### src/rtl/stream_dispatch_pkg.sv
// Shared definitions for the stream dispatcher: destination codes and dest-field position helpers.
// The merge side uses the same helpers to find the dest field.
package stream_dispatch_pkg;

    typedef enum logic [1:0] {
        DEST_A = 2'b00,
        DEST_B = 2'b01,
        DEST_C = 2'b10,
        DEST_X = 2'b11
    } dest_e;

    // The destination field sits in the two MSBs of every word.
    function automatic int destMsb(input int width);
        return width - 1;
    endfunction

    function automatic int destLsb(input int width);
        return width - 2;
    endfunction

endpackage

### src/rtl/stream_dispatch_if.sv
// Handshake bundle for the dispatcher: one input stream (D), three output channels (A/B/C), drop count.
interface stream_dispatch_if #(
    parameter int WIDTH = 64,
    parameter int CNT_W = 16
);
    logic             i_DataValid_D;
    logic [WIDTH-1:0] i_DataIn_D;
    logic             o_DataGrant_D;

    logic             i_DataGrant_A, i_DataGrant_B, i_DataGrant_C;
    logic             o_DataValid_A, o_DataValid_B, o_DataValid_C;
    logic [WIDTH-1:0] o_DataOut_A, o_DataOut_B, o_DataOut_C;
    logic [CNT_W-1:0] o_DropCnt;

    modport slave (
        input  i_DataValid_D, i_DataIn_D, i_DataGrant_A, i_DataGrant_B, i_DataGrant_C,
        output o_DataGrant_D, o_DataValid_A, o_DataValid_B, o_DataValid_C,
               o_DataOut_A, o_DataOut_B, o_DataOut_C, o_DropCnt
    );

    modport master (
        output i_DataValid_D, i_DataIn_D, i_DataGrant_A, i_DataGrant_B, i_DataGrant_C,
        input  o_DataGrant_D, o_DataValid_A, o_DataValid_B, o_DataValid_C,
               o_DataOut_A, o_DataOut_B, o_DataOut_C, o_DropCnt
    );
endinterface

### src/rtl/stream_dispatch_fifo.sv
// dispatch_fifo: synchronous first-word-fall-through FIFO with wrap-bit pointers.
// Head reads 0 while empty so the channel output is clean straight out of reset.
module dispatch_fifo #(
    parameter int WIDTH = 64,
    parameter int DEPTH = 8
) (
    input  logic             CLK,
    input  logic             Reset,
    input  logic             push,
    input  logic             pop,
    input  logic [WIDTH-1:0] wrData,
    output logic             full,
    output logic             empty,
    output logic [WIDTH-1:0] head
);
    localparam int AW = $clog2(DEPTH);

    logic [AW:0]      wrPtr, rdPtr;
    logic [WIDTH-1:0] mem [DEPTH];
    logic             doPush, doPop;

    assign full   = (wrPtr[AW] != rdPtr[AW]) && (wrPtr[AW-1:0] == rdPtr[AW-1:0]);
    assign empty  = (wrPtr == rdPtr);
    assign doPush = push & ~full;
    assign doPop  = pop & ~empty;
    assign head   = empty ? '0 : mem[rdPtr[AW-1:0]];

    always_ff @(posedge CLK or posedge Reset) begin
        if (Reset) begin
            wrPtr <= '0;
            rdPtr <= '0;
        end else begin
            if (doPush) wrPtr <= wrPtr + (AW+1)'(1);
            if (doPop)  rdPtr <= rdPtr + (AW+1)'(1);
        end
    end

    // NOTE: storage is deliberately not reset; the pointers alone define which entries are live.
    always_ff @(posedge CLK) begin
        if (doPush) mem[wrPtr[AW-1:0]] <= wrData;
    end

endmodule

### src/rtl/stream_dispatch.sv
// stream_dispatch: steers one input stream to three per-channel FWFT FIFOs by the word's dest field.
// DISPATCH_BROADCAST_EN: dest 11 goes to all three channels instead of being dropped and counted.
module stream_dispatch
    import stream_dispatch_pkg::*;
#(
    parameter int WIDTH      = 64,
    parameter int FIFO_DEPTH = 8,
    parameter int CNT_W      = 16
) (
    input  logic             CLK,
    input  logic             Reset,
    stream_dispatch_if.slave bus
);
    dest_e dest;
    logic  fullA, fullB, fullC;
    logic  emptyA, emptyB, emptyC;
    logic  selA, selB, selC;
    logic  grant, accept;

    assign dest = dest_e'(bus.i_DataIn_D[destMsb(WIDTH):destLsb(WIDTH)]);

    // NOTE: every combinational output gets a default first, so no path can infer a latch.
    always_comb begin
        selA  = 1'b0;
        selB  = 1'b0;
        selC  = 1'b0;
        grant = 1'b0;
        case (dest)
            DEST_A: begin selA = 1'b1; grant = ~fullA; end
            DEST_B: begin selB = 1'b1; grant = ~fullB; end
            DEST_C: begin selC = 1'b1; grant = ~fullC; end
            DEST_X: begin
`ifdef DISPATCH_BROADCAST_EN
                selA  = 1'b1;
                selB  = 1'b1;
                selC  = 1'b1;
                grant = ~fullA & ~fullB & ~fullC;
`else
                grant = 1'b1;
`endif
            end
            default: grant = 1'b0;
        endcase
        if (Reset) grant = 1'b0;
    end

    assign accept            = bus.i_DataValid_D & grant;
    assign bus.o_DataGrant_D = grant;

`ifdef DISPATCH_BROADCAST_EN
    assign bus.o_DropCnt = '0;
`else
    logic [CNT_W-1:0] dropCnt;

    // Saturates rather than wraps so a long run of bad words never reads as few.
    always_ff @(posedge CLK or posedge Reset) begin
        if (Reset) begin
            dropCnt <= '0;
        end else if (accept && dest == DEST_X && dropCnt != '1) begin
            dropCnt <= dropCnt + CNT_W'(1);
        end
    end

    assign bus.o_DropCnt = dropCnt;
`endif

    dispatch_fifo #(.WIDTH(WIDTH), .DEPTH(FIFO_DEPTH)) u_FifoA (
        .CLK(CLK), .Reset(Reset), .push(accept & selA), .pop(bus.i_DataGrant_A),
        .wrData(bus.i_DataIn_D), .full(fullA), .empty(emptyA), .head(bus.o_DataOut_A)
    );

    dispatch_fifo #(.WIDTH(WIDTH), .DEPTH(FIFO_DEPTH)) u_FifoB (
        .CLK(CLK), .Reset(Reset), .push(accept & selB), .pop(bus.i_DataGrant_B),
        .wrData(bus.i_DataIn_D), .full(fullB), .empty(emptyB), .head(bus.o_DataOut_B)
    );

    dispatch_fifo #(.WIDTH(WIDTH), .DEPTH(FIFO_DEPTH)) u_FifoC (
        .CLK(CLK), .Reset(Reset), .push(accept & selC), .pop(bus.i_DataGrant_C),
        .wrData(bus.i_DataIn_D), .full(fullC), .empty(emptyC), .head(bus.o_DataOut_C)
    );

    assign bus.o_DataValid_A = ~emptyA;
    assign bus.o_DataValid_B = ~emptyB;
    assign bus.o_DataValid_C = ~emptyC;

endmodule

### src/flat_wrapper.sv
// flat-port wrapper written by rule: the top's interface ports become plain ports
module stream_dispatch_flat import stream_dispatch_pkg::*;
#(
    parameter int WIDTH      = 64,
    parameter int FIFO_DEPTH = 8,
    parameter int CNT_W      = 16
)
  (CLK, Reset, bus_i_DataValid_D, bus_i_DataIn_D, bus_i_DataGrant_A, bus_i_DataGrant_B, bus_i_DataGrant_C, bus_o_DataGrant_D, bus_o_DataValid_A, bus_o_DataValid_B, bus_o_DataValid_C, bus_o_DataOut_A, bus_o_DataOut_B, bus_o_DataOut_C, bus_o_DropCnt);
  stream_dispatch_if #(.WIDTH(WIDTH), .CNT_W(CNT_W)) bus_i ();
  input  logic CLK;
  input  logic Reset;
  input wire logic [$bits(bus_i.i_DataValid_D)-1:0] bus_i_DataValid_D;
  input wire logic [$bits(bus_i.i_DataIn_D)-1:0] bus_i_DataIn_D;
  input wire logic [$bits(bus_i.i_DataGrant_A)-1:0] bus_i_DataGrant_A;
  input wire logic [$bits(bus_i.i_DataGrant_B)-1:0] bus_i_DataGrant_B;
  input wire logic [$bits(bus_i.i_DataGrant_C)-1:0] bus_i_DataGrant_C;
  output wire logic [$bits(bus_i.o_DataGrant_D)-1:0] bus_o_DataGrant_D;
  output wire logic [$bits(bus_i.o_DataValid_A)-1:0] bus_o_DataValid_A;
  output wire logic [$bits(bus_i.o_DataValid_B)-1:0] bus_o_DataValid_B;
  output wire logic [$bits(bus_i.o_DataValid_C)-1:0] bus_o_DataValid_C;
  output wire logic [$bits(bus_i.o_DataOut_A)-1:0] bus_o_DataOut_A;
  output wire logic [$bits(bus_i.o_DataOut_B)-1:0] bus_o_DataOut_B;
  output wire logic [$bits(bus_i.o_DataOut_C)-1:0] bus_o_DataOut_C;
  output wire logic [$bits(bus_i.o_DropCnt)-1:0] bus_o_DropCnt;
  assign bus_i.i_DataValid_D = bus_i_DataValid_D;
  assign bus_i.i_DataIn_D = bus_i_DataIn_D;
  assign bus_i.i_DataGrant_A = bus_i_DataGrant_A;
  assign bus_i.i_DataGrant_B = bus_i_DataGrant_B;
  assign bus_i.i_DataGrant_C = bus_i_DataGrant_C;
  assign bus_o_DataGrant_D = bus_i.o_DataGrant_D;
  assign bus_o_DataValid_A = bus_i.o_DataValid_A;
  assign bus_o_DataValid_B = bus_i.o_DataValid_B;
  assign bus_o_DataValid_C = bus_i.o_DataValid_C;
  assign bus_o_DataOut_A = bus_i.o_DataOut_A;
  assign bus_o_DataOut_B = bus_i.o_DataOut_B;
  assign bus_o_DataOut_C = bus_i.o_DataOut_C;
  assign bus_o_DropCnt = bus_i.o_DropCnt;
  stream_dispatch #(.WIDTH(WIDTH), .FIFO_DEPTH(FIFO_DEPTH), .CNT_W(CNT_W)) u_core (.CLK(CLK), .Reset(Reset), .bus(bus_i));
endmodule
### config.mk
export PLATFORM = sky130hd
export DESIGN_NAME = stream_dispatch_flat
export DESIGN_NICKNAME = d
export VERILOG_FILES = /design/src/rtl/stream_dispatch_pkg.sv /design/src/rtl/stream_dispatch_if.sv /design/src/rtl/stream_dispatch_fifo.sv /design/src/rtl/stream_dispatch.sv /design/src/flat_wrapper.sv
export SDC_FILE = /design/constraint.sdc
export NUM_CORES = 1
export LEC_CHECK = 0
export CELL_PAD_IN_SITES_DETAIL_PLACEMENT = 2
export CELL_PAD_IN_SITES_GLOBAL_PLACEMENT = 2
export CORE_MARGIN = 2
export CORE_UTILIZATION = 48
export CTS_CLUSTER_DIAMETER = 30
export CTS_CLUSTER_SIZE = 24
export DETAILED_ROUTE_END_ITERATION = 16
export GPL_ROUTABILITY_DRIVEN = 0
export PLACE_DENSITY_LB_ADDON = 0.1
export SLEW_MARGIN = 20
export SYNTH_ARGS = -nofsm -noshare
export SYNTH_HDL_FRONTEND = slang
export SYNTH_SLANG_ARGS = --single-unit
### constraint.sdc
create_clock -name CLK -period 11.1 [get_ports CLK]
set_clock_uncertainty 0.15 [all_clocks]
set_input_delay 2.775 -clock CLK [delete_from_list [all_inputs] [get_ports CLK]]
set_output_delay 2.775 -clock CLK [all_outputs]
set_load 0.05 [all_outputs]
==> results of run 1 <==
state kept, by name, indices dropped and copies added, names as in the netlist:
signal                flops
u_core.u_FifoA.mem      512
u_core.u_FifoB.mem      512
u_core.u_FifoA.rdPtr      4
u_core.u_FifoB.rdPtr      4
u_core.u_FifoB.wrPtr      4
u_core.u_FifoA.wrPtr      4
u_core.u_FifoC.rdPtr      4
u_core.u_FifoC.wrPtr      4
u_core.bus.o_DropCnt     16
u_core.u_FifoC.mem      512
cell usage after synthesis (18+ instances only):
master and count:
dfrtp_1 40, xnor2_1 25, nor2_1 209, xor2_1 23, nor3_1 18, edfxtp_1 1536
mux2i_1 192, clkbuf_1 37, buf_1 29, mux4_2 384, buf_2 75
area by class of cell:
type,instances,area (sq um),area share
flip-flops and latches,1576,47200,0.613
clock buffers,394,9070,0.118
multi-input cells,935,12700,0.165
well taps,1650,2060,0.0268
clock inverters,228,2470,0.0321
diodes,2,5.00,0.0000651
inverters,11,46.3,0.000602
repair buffers,347,3440,0.0448
worst reg2reg max path, cell delays in order, from the launching register on:
cell and delay (ns):
dfrtp_4 0.86, buf_4 0.68, xnor2_1 0.23, nand4_1 0.21, nand3_1 0.41, nor2_4 0.85, buf_4 0.98
routing by layer:
| layer | GRT usage | wire length, um | vias up |
|---|---|---|---|
| li1 | - | - | 12303 |
| met1 | 0.441 | 82200 | 17954 |
| met2 | 0.581 | 111000 | 1944 |
| met3 | 0.0562 | 15200 | 439 |
| met4 | 0.128 | 7600 | 4 |
| met5 | 0 | 31 | - |
power by group through the flow:
stage / Sequential (mW) / Clock, mW / Combinational, mW
after floorplan: 6.91 / 0 / 5.61
after global placement: 7.21 / 0 / 7.95
after detailed placement: 7.26 / 0 / 8.17
after CTS: 7.18 / 10.6 / 8.45
after global routing: 7.16 / 10.8 / 8.71
final: 7.14 / 10.5 / 8.43
how the worst min path moves through the flow:
stage,slack [ns],to,start,cells past startpoint
floorplan,0.31,u_core.u_FifoA.rdPtr[3],u_core.u_FifoA.rdPtr[3],1
global placement,0.33,u_core.u_FifoA.rdPtr[3],u_core.u_FifoA.rdPtr[3],1
detailed placement,0.34,u_core.u_FifoB.rdPtr[3],u_core.u_FifoB.rdPtr[3],1
CTS,0.36,u_core.bus.o_DropCnt[15],u_core.bus.o_DropCnt[15],1
global route,0.36,u_core.bus.o_DropCnt[15],u_core.bus.o_DropCnt[15],1
finish,0.35,u_core.bus.o_DropCnt[15],u_core.bus.o_DropCnt[15],1
through the flow:
stage	hold slack, ns	area (sq um)	util	cells
final	0.351	76900	0.615	5143
after global routing	0.361	76900	0.615	5142
after CTS	0.357	76800	0.614	5137
after detailed placement	0.340	65300	0.522	4515
after global placement	0.328	65200	0.521	4510
after floorplan	0.311	60300	-	2664
cells by family after synthesis:
group,share of synthesized area
adder cells (fa/ha/maj),0.00145
AND/OR/NAND/NOR,0.0221
buffers and inverters,0.0111
flip-flops,0.782
XOR/XNOR,0.00697
multiplexers,0.177
AO/OA/AOI/OAI,0.000145
==> reports/metrics.csv, run 1 <==
stage,metric,value,unit
finish,filler_cell_count,9608,
clocking,cts_tree,yes,
clocking,cts_root_buf,clkbuf_16,
clocking,cts.reportedPaths.clkPinSlew,0.05,ns
clocking,cts_resized,0,
worst_setup_path,worstPathArrival,5.43,ns
global_routing,antenna_found_initial,6,
power,switching_share,0.367,
finish,drive_gt1_frac,0.300,
drt,remaining_drc_errors,0,
floorplanning,die_w,358,um
timing,relSlewSlack,0.194,
power,pwr-share-clk,0.404,
worst_setup_path,cpPeakStageDelay,0.88,ns
placed_design,port_buffers,281,
timing,max_freq,120,MHz
timing,drv_slew,0,
clocking,hold_buffers,0,
drt,wl_per_cell,42.1,um
worst_setup_path,crit_buf_inv,3,
worst_setup_path,ff2ff_setup_slack,6.21,ns
worst_setup_path,cp_common_cell,buf_4,
synth,synth_area_leader_cell,edfxtp_1,
synth,ys.flop_type,edfxtp_1,
floorplanning,start_util,0.482,
synth,ys_ff_latch,1576,
worst_setup_path,worst_setup_path_end_kind,primary output,
finish,area_delta_synth_final,27.6,%
finish,fin_nets,3297,
drt,viasPerCell,6.35,
worst_setup_path,crit_end,bus_o_DataOut_B[0],
finish,layout_commonest_cell,edfxtp_1,
timing,worst_slack,2.75,ns
worst_setup_path,startpoint,u_core.u_FifoB.rdPtr[1],
power,p_per_area,340,nW/um^2
global_routing,grt_max_degree,99,
synth,synth_area_leaders,"edfxtp_1 (76%), mux4_2 (14%), mux2i_1 (3.2%)",
drt,first_pass_iters,6,
synth,syn_area,60300,sq um
clocking,clock_latency,0.91,ns
clocking,numCtsBuffers,349,
drt,ant_nets,0,
job,cap_violations,0,
hold_path,hold_class,register to register,
worst_setup_path,required,8.18,ns
clocking,clockBufferDepth,4,
timing,tns,0,ns
synth,syn_nets,2741,
outcome,status,finished clean,
floorplanning,boundaryPins,282,
synth,seq_area_frac_synth,0.782,
drt,num_vias,32644,
worst_setup_path,cp-start-kind,register,
drt,drt_iter0_markers,3911,
power,p_int,16.5,mW
timing,hold_viol,0,
power,vdd_drop_max,0.301,mV
clocking,postCtsSetupBuffers,0,
global_routing,grt_pass1_wl,300,mm
timing,post-route-period-util,0.752,
power,power.switching,9.58,mW
clocking,cts_htree_levels,5,
finish,final_cell_mix,"edfxtp_1 (1536), mux4_2 (384), clkbuf_16 (356)",
placed_design,place_ws,2.53,ns
worst_setup_path,slowest_stage,buf_4,
power,p_leak,25.9,nW
placed_design,hpwlAfterDp,103,mm
timing,setup_viol,0,
clocking,cts.sinks,1576,
synth,ys_types,34,
synth,synth_cells,2664,
power,total_power,26.1,mW
timing,rsz0062_at_grt,no,
global_routing,grt.total_usage,0.340,
global_routing,grt_pass1_vias,36138,
worst_setup_path,cp.depth,6,
timing,worst_pin_slew,1.20,ns
worst_setup_path,worstRegToRegCells,6,
worst_setup_path,cp_max_fo,54,
floorplanning,num_rows,130,
power,comb_power_share,0.323,
power,pwr-share-seq,0.273,
floorplanning,fp.dieH,358,um
timing,min_period,8.35,ns
global_routing,grt_overflow_total,0,
worst_setup_path,path_cells,"buf_4, buf_4, mux4_2, mux2i_1, nor2_1, clkdlybuf4s50_1",
worst_setup_path,timing.rr.start,u_core.u_FifoC.rdPtr[1],
synth,ys_warn_count,0,
floorplanning,core,125000,sq um
synth,ys_async_sr_fraction,0.0254,
floorplanning,die_area,128000,sq um
synth,synth_edf_count,1536,
drt,drt_wl_total,216,mm
worst_setup_path,critPathKind,register to primary output,
worst_setup_path,worstReg2RegEnd,u_core.u_FifoC.mem[2][61],
synth,postSynthAreaPerCell,22.6,sq um
worst_setup_path,path_delay_family,buffers and inverters,
synth,synth_top_area_share,0.765,
Note: power is estimated with default switching activity, not from simulation.
==> inputs of run 2 (changes only) <==
--- a/config.mk
+++ b/config.mk
@@ -8,7 +8,7 @@
 export CELL_PAD_IN_SITES_DETAIL_PLACEMENT = 2
 export CELL_PAD_IN_SITES_GLOBAL_PLACEMENT = 2
 export CORE_MARGIN = 2
-export CORE_UTILIZATION = 48
+export CORE_UTILIZATION = 43
 export CTS_CLUSTER_DIAMETER = 30
 export CTS_CLUSTER_SIZE = 24
 export DETAILED_ROUTE_END_ITERATION = 16
==> constraint.sdc (replaced) <==
create_clock -name CLK -period 7.6 [get_ports CLK]
set_clock_uncertainty 0.15 [all_clocks]
set_input_delay 1.9 -clock CLK [delete_from_list [all_inputs] [get_ports CLK]]
set_output_delay 1.9 -clock CLK [all_outputs]
set_load 0.05 [all_outputs]
==> run 2 against run 1 <==
Die area rose by 11%. Utilization fell by 5.8 points. First-iteration DRC count fell by 29%. Largest cell class unchanged. Final cell count rose by 4.7%. Flip-flop and latch count did not move. Via count fell by 4.2%. Largest power group unchanged. Combinational power rose by 45%.
==> reports/metrics.csv, run 2 (synthesized netlist as in run 1, its figures left out) <==
stage,metric,value,unit,change
finish,layout_commonest_cell,edfxtp_1,,unchanged
worst_setup_path,startpoint,u_core.u_FifoA.rdPtr[0],,was u_core.u_FifoB.rdPtr[1]
global_routing,grt_pass1_wl,277,mm,was 300 mm
worst_setup_path,worstPathArrival,4.85,ns,was 5.43 ns
worst_setup_path,cp-start-kind,register,,unchanged
clocking,clock_latency,0.91,ns,about the same
placed_design,port_buffers,281,,unchanged
worst_setup_path,critPathKind,register to primary output,,unchanged
drt,viasPerCell,5.80,,was 6.35
finish,fin_nets,3316,,was 3297
clocking,cts.sinks,1576,,unchanged
finish,antenna_cells,0,,was 2
floorplanning,start_util,0.433,,was 0.482
drt,drt_wl_total,195,mm,was 216 mm
finish,area_delta_synth_final,28.7,%,was 27.6%
outcome,status,finished clean,,unchanged
clocking,cts_tree,yes,,unchanged
clocking,hold_buffers,0,,unchanged
floorplanning,boundaryPins,282,,unchanged
timing,relSlewSlack,0.239,,was 0.194
worst_setup_path,worstReg2RegEnd,u_core.u_FifoA.rdPtr[1],,was u_core.u_FifoC.mem[2][61]
power,p_leak,26.1,nW,was 25.9 nW
drt,drt_iter0_markers,2761,,was 3911
finish,filler_cell_count,11436,,was 9608
timing,drv_slew,0,,unchanged
timing,rsz0062_at_grt,no,,unchanged
finish,drive_gt1_frac,0.303,,was 0.300
global_routing,grt_overflow_total,0,,unchanged
worst_setup_path,worst_setup_path_end_kind,primary output,,unchanged
global_routing,antenna_found_initial,4,,was 6
timing,hold_viol,0,,unchanged
power,p_per_area,490,nW/um^2,was 340 nW/um^2
drt,first_pass_iters,5,,was 6
worst_setup_path,crit_end,bus_o_DataOut_A[0],,was bus_o_DataOut_B[0]
clocking,postCtsSetupBuffers,0,,unchanged
worst_setup_path,timing.rr.start,u_core.u_FifoA.rdPtr[0],,was u_core.u_FifoC.rdPtr[1]
power,vdd_drop_max,0.413,mV,was 0.301 mV
finish,final_cell_mix,"edfxtp_1 (1536), mux4_2 (384), clkbuf_16 (363)",,"was edfxtp_1 (1536), mux4_2 (384), clkbuf_16 (356)"
global_routing,grt_max_degree,84,,was 99
worst_setup_path,required,5.55,ns,was 8.18 ns
clocking,numCtsBuffers,357,,was 349
floorplanning,num_rows,137,,was 130
clocking,clockBufferDepth,4,,unchanged
worst_setup_path,worstRegToRegCells,6,,unchanged
timing,min_period,6.90,ns,
clocking,cts_root_buf,clkbuf_16,,unchanged
global_routing,grt.total_usage,0.278,,was 0.340
placed_design,hpwlAfterDp,96.2,mm,was 103 mm
timing,max_freq,145,MHz,
worst_setup_path,ff2ff_setup_slack,3.80,ns,was 6.21 ns
floorplanning,die_area,143000,sq um,was 128000 sq um
clocking,cts.reportedPaths.clkPinSlew,0.05,ns,about the same
hold_path,hold_class,register to register,,unchanged
drt,num_vias,31261,,was 32644
floorplanning,core,139000,sq um,was 125000 sq um
job,cap_violations,0,,unchanged
clocking,cts_htree_levels,5,,unchanged
timing,setup_viol,0,,unchanged
drt,wl_per_cell,36.3,um,was 42.1 um
clocking,cts_resized,0,,unchanged
worst_setup_path,cp_max_fo,75,,was 54
global_routing,grt_pass1_vias,35553,,was 36138
floorplanning,die_w,378,um,was 358 um
timing,holdWs,0.346,ns,was 0.351 ns
floorplanning,fp.dieH,378,um,was 358 um
timing,worst_pin_slew,1.14,ns,was 1.20 ns
drt,ant_nets,0,,unchanged
timing,post-route-period-util,0.908,,
power,total_power,38.0,mW,was 26.1 mW
drt,remaining_drc_errors,0,,unchanged
run 2: power breakdown:
| part | internal [mW] | leakage, nW | total (mW) | switching (mW) |
|---|---|---|---|---|
| Combinational | 4.31 | 6.07 | 12.2 | 7.88 |
| Sequential | 9.83 | 14.3 | 10.3 | 0.507 |
| Clock | 10.4 | 5.74 | 15.5 | 5.09 |
| Total | 24.6 | 26.1 | 38.0 | 13.5 |
run 2: how the worst min path moves through the flow:
stage / from / endpoint / slack, ns / cells past startpoint
after CTS: u_core.bus.o_DropCnt[11] / u_core.bus.o_DropCnt[11] / 0.35 / 1
after floorplan: u_core.u_FifoA.rdPtr[3] / u_core.u_FifoA.rdPtr[3] / 0.31 / 1
after detailed placement: u_core.u_FifoB.wrPtr[3] / u_core.u_FifoB.wrPtr[3] / 0.34 / 1
after global placement: u_core.u_FifoA.wrPtr[3] / u_core.u_FifoA.wrPtr[3] / 0.33 / 1
after global routing: u_core.bus.o_DropCnt[11] / u_core.bus.o_DropCnt[11] / 0.37 / 1
final: u_core.bus.o_DropCnt[11] / u_core.bus.o_DropCnt[11] / 0.35 / 1
run 2: cell type report:
cell class                 count  area [sq um]  share of cell area
clock buffer                 404          9270               0.119
clock inverter               227          2590              0.0334
inverter                      11          46.3            0.000597
multi-input combinational    935         12700               0.163
sequential                  1576         47200               0.608
tap                         1876          2350              0.0303
timing repair buffer         358          3490              0.0450
run 2: metrics by stage:
step	std cells	setup WS, ns	TNS [ns]	util	cell area [sq um]
after floorplan	2664	-0.209	-40.18	-	60300
after global placement	4756	1.27	0	0.472	65700
after detailed placement	4756	1.32	0	0.472	65700
after CTS	5387	0.574	0	0.557	77600
after global routing	5387	0.355	0	0.557	77600
final	5387	0.702	0	0.557	77600
run 2: critical path: stages (launching register included):
cell	delay (ns)
dfrtp_4	1.03
buf_12	0.59
buf_4	0.49
mux4_2	0.59
mux2i_1	0.17
nor2_1	0.14
clkdlybuf4s50_1	0.80
run 2: metal layers:
layer / vias up / track usage / wire length, um
met5: - / 0 / 38
met4: 6 / 0.0931 / 5510
met3: 348 / 0.0573 / 11800
met2: 1318 / 0.474 / 101000
met1: 17224 / 0.354 / 77300
li1: 12365 / - / -
==> inputs of run 3 (changes only) <==
--- a/config.mk
+++ b/config.mk
@@ -13,6 +13,7 @@
 export CTS_CLUSTER_SIZE = 24
 export DETAILED_ROUTE_END_ITERATION = 16
 export GPL_ROUTABILITY_DRIVEN = 0
+export HOLD_SLACK_MARGIN = 0.06
 export PLACE_DENSITY_LB_ADDON = 0.1
 export SLEW_MARGIN = 20
 export SYNTH_ARGS = -nofsm -noshare
==> results of run 3 <==
Same layout as run 2: the final DEF is identical, and so are final timing and power.
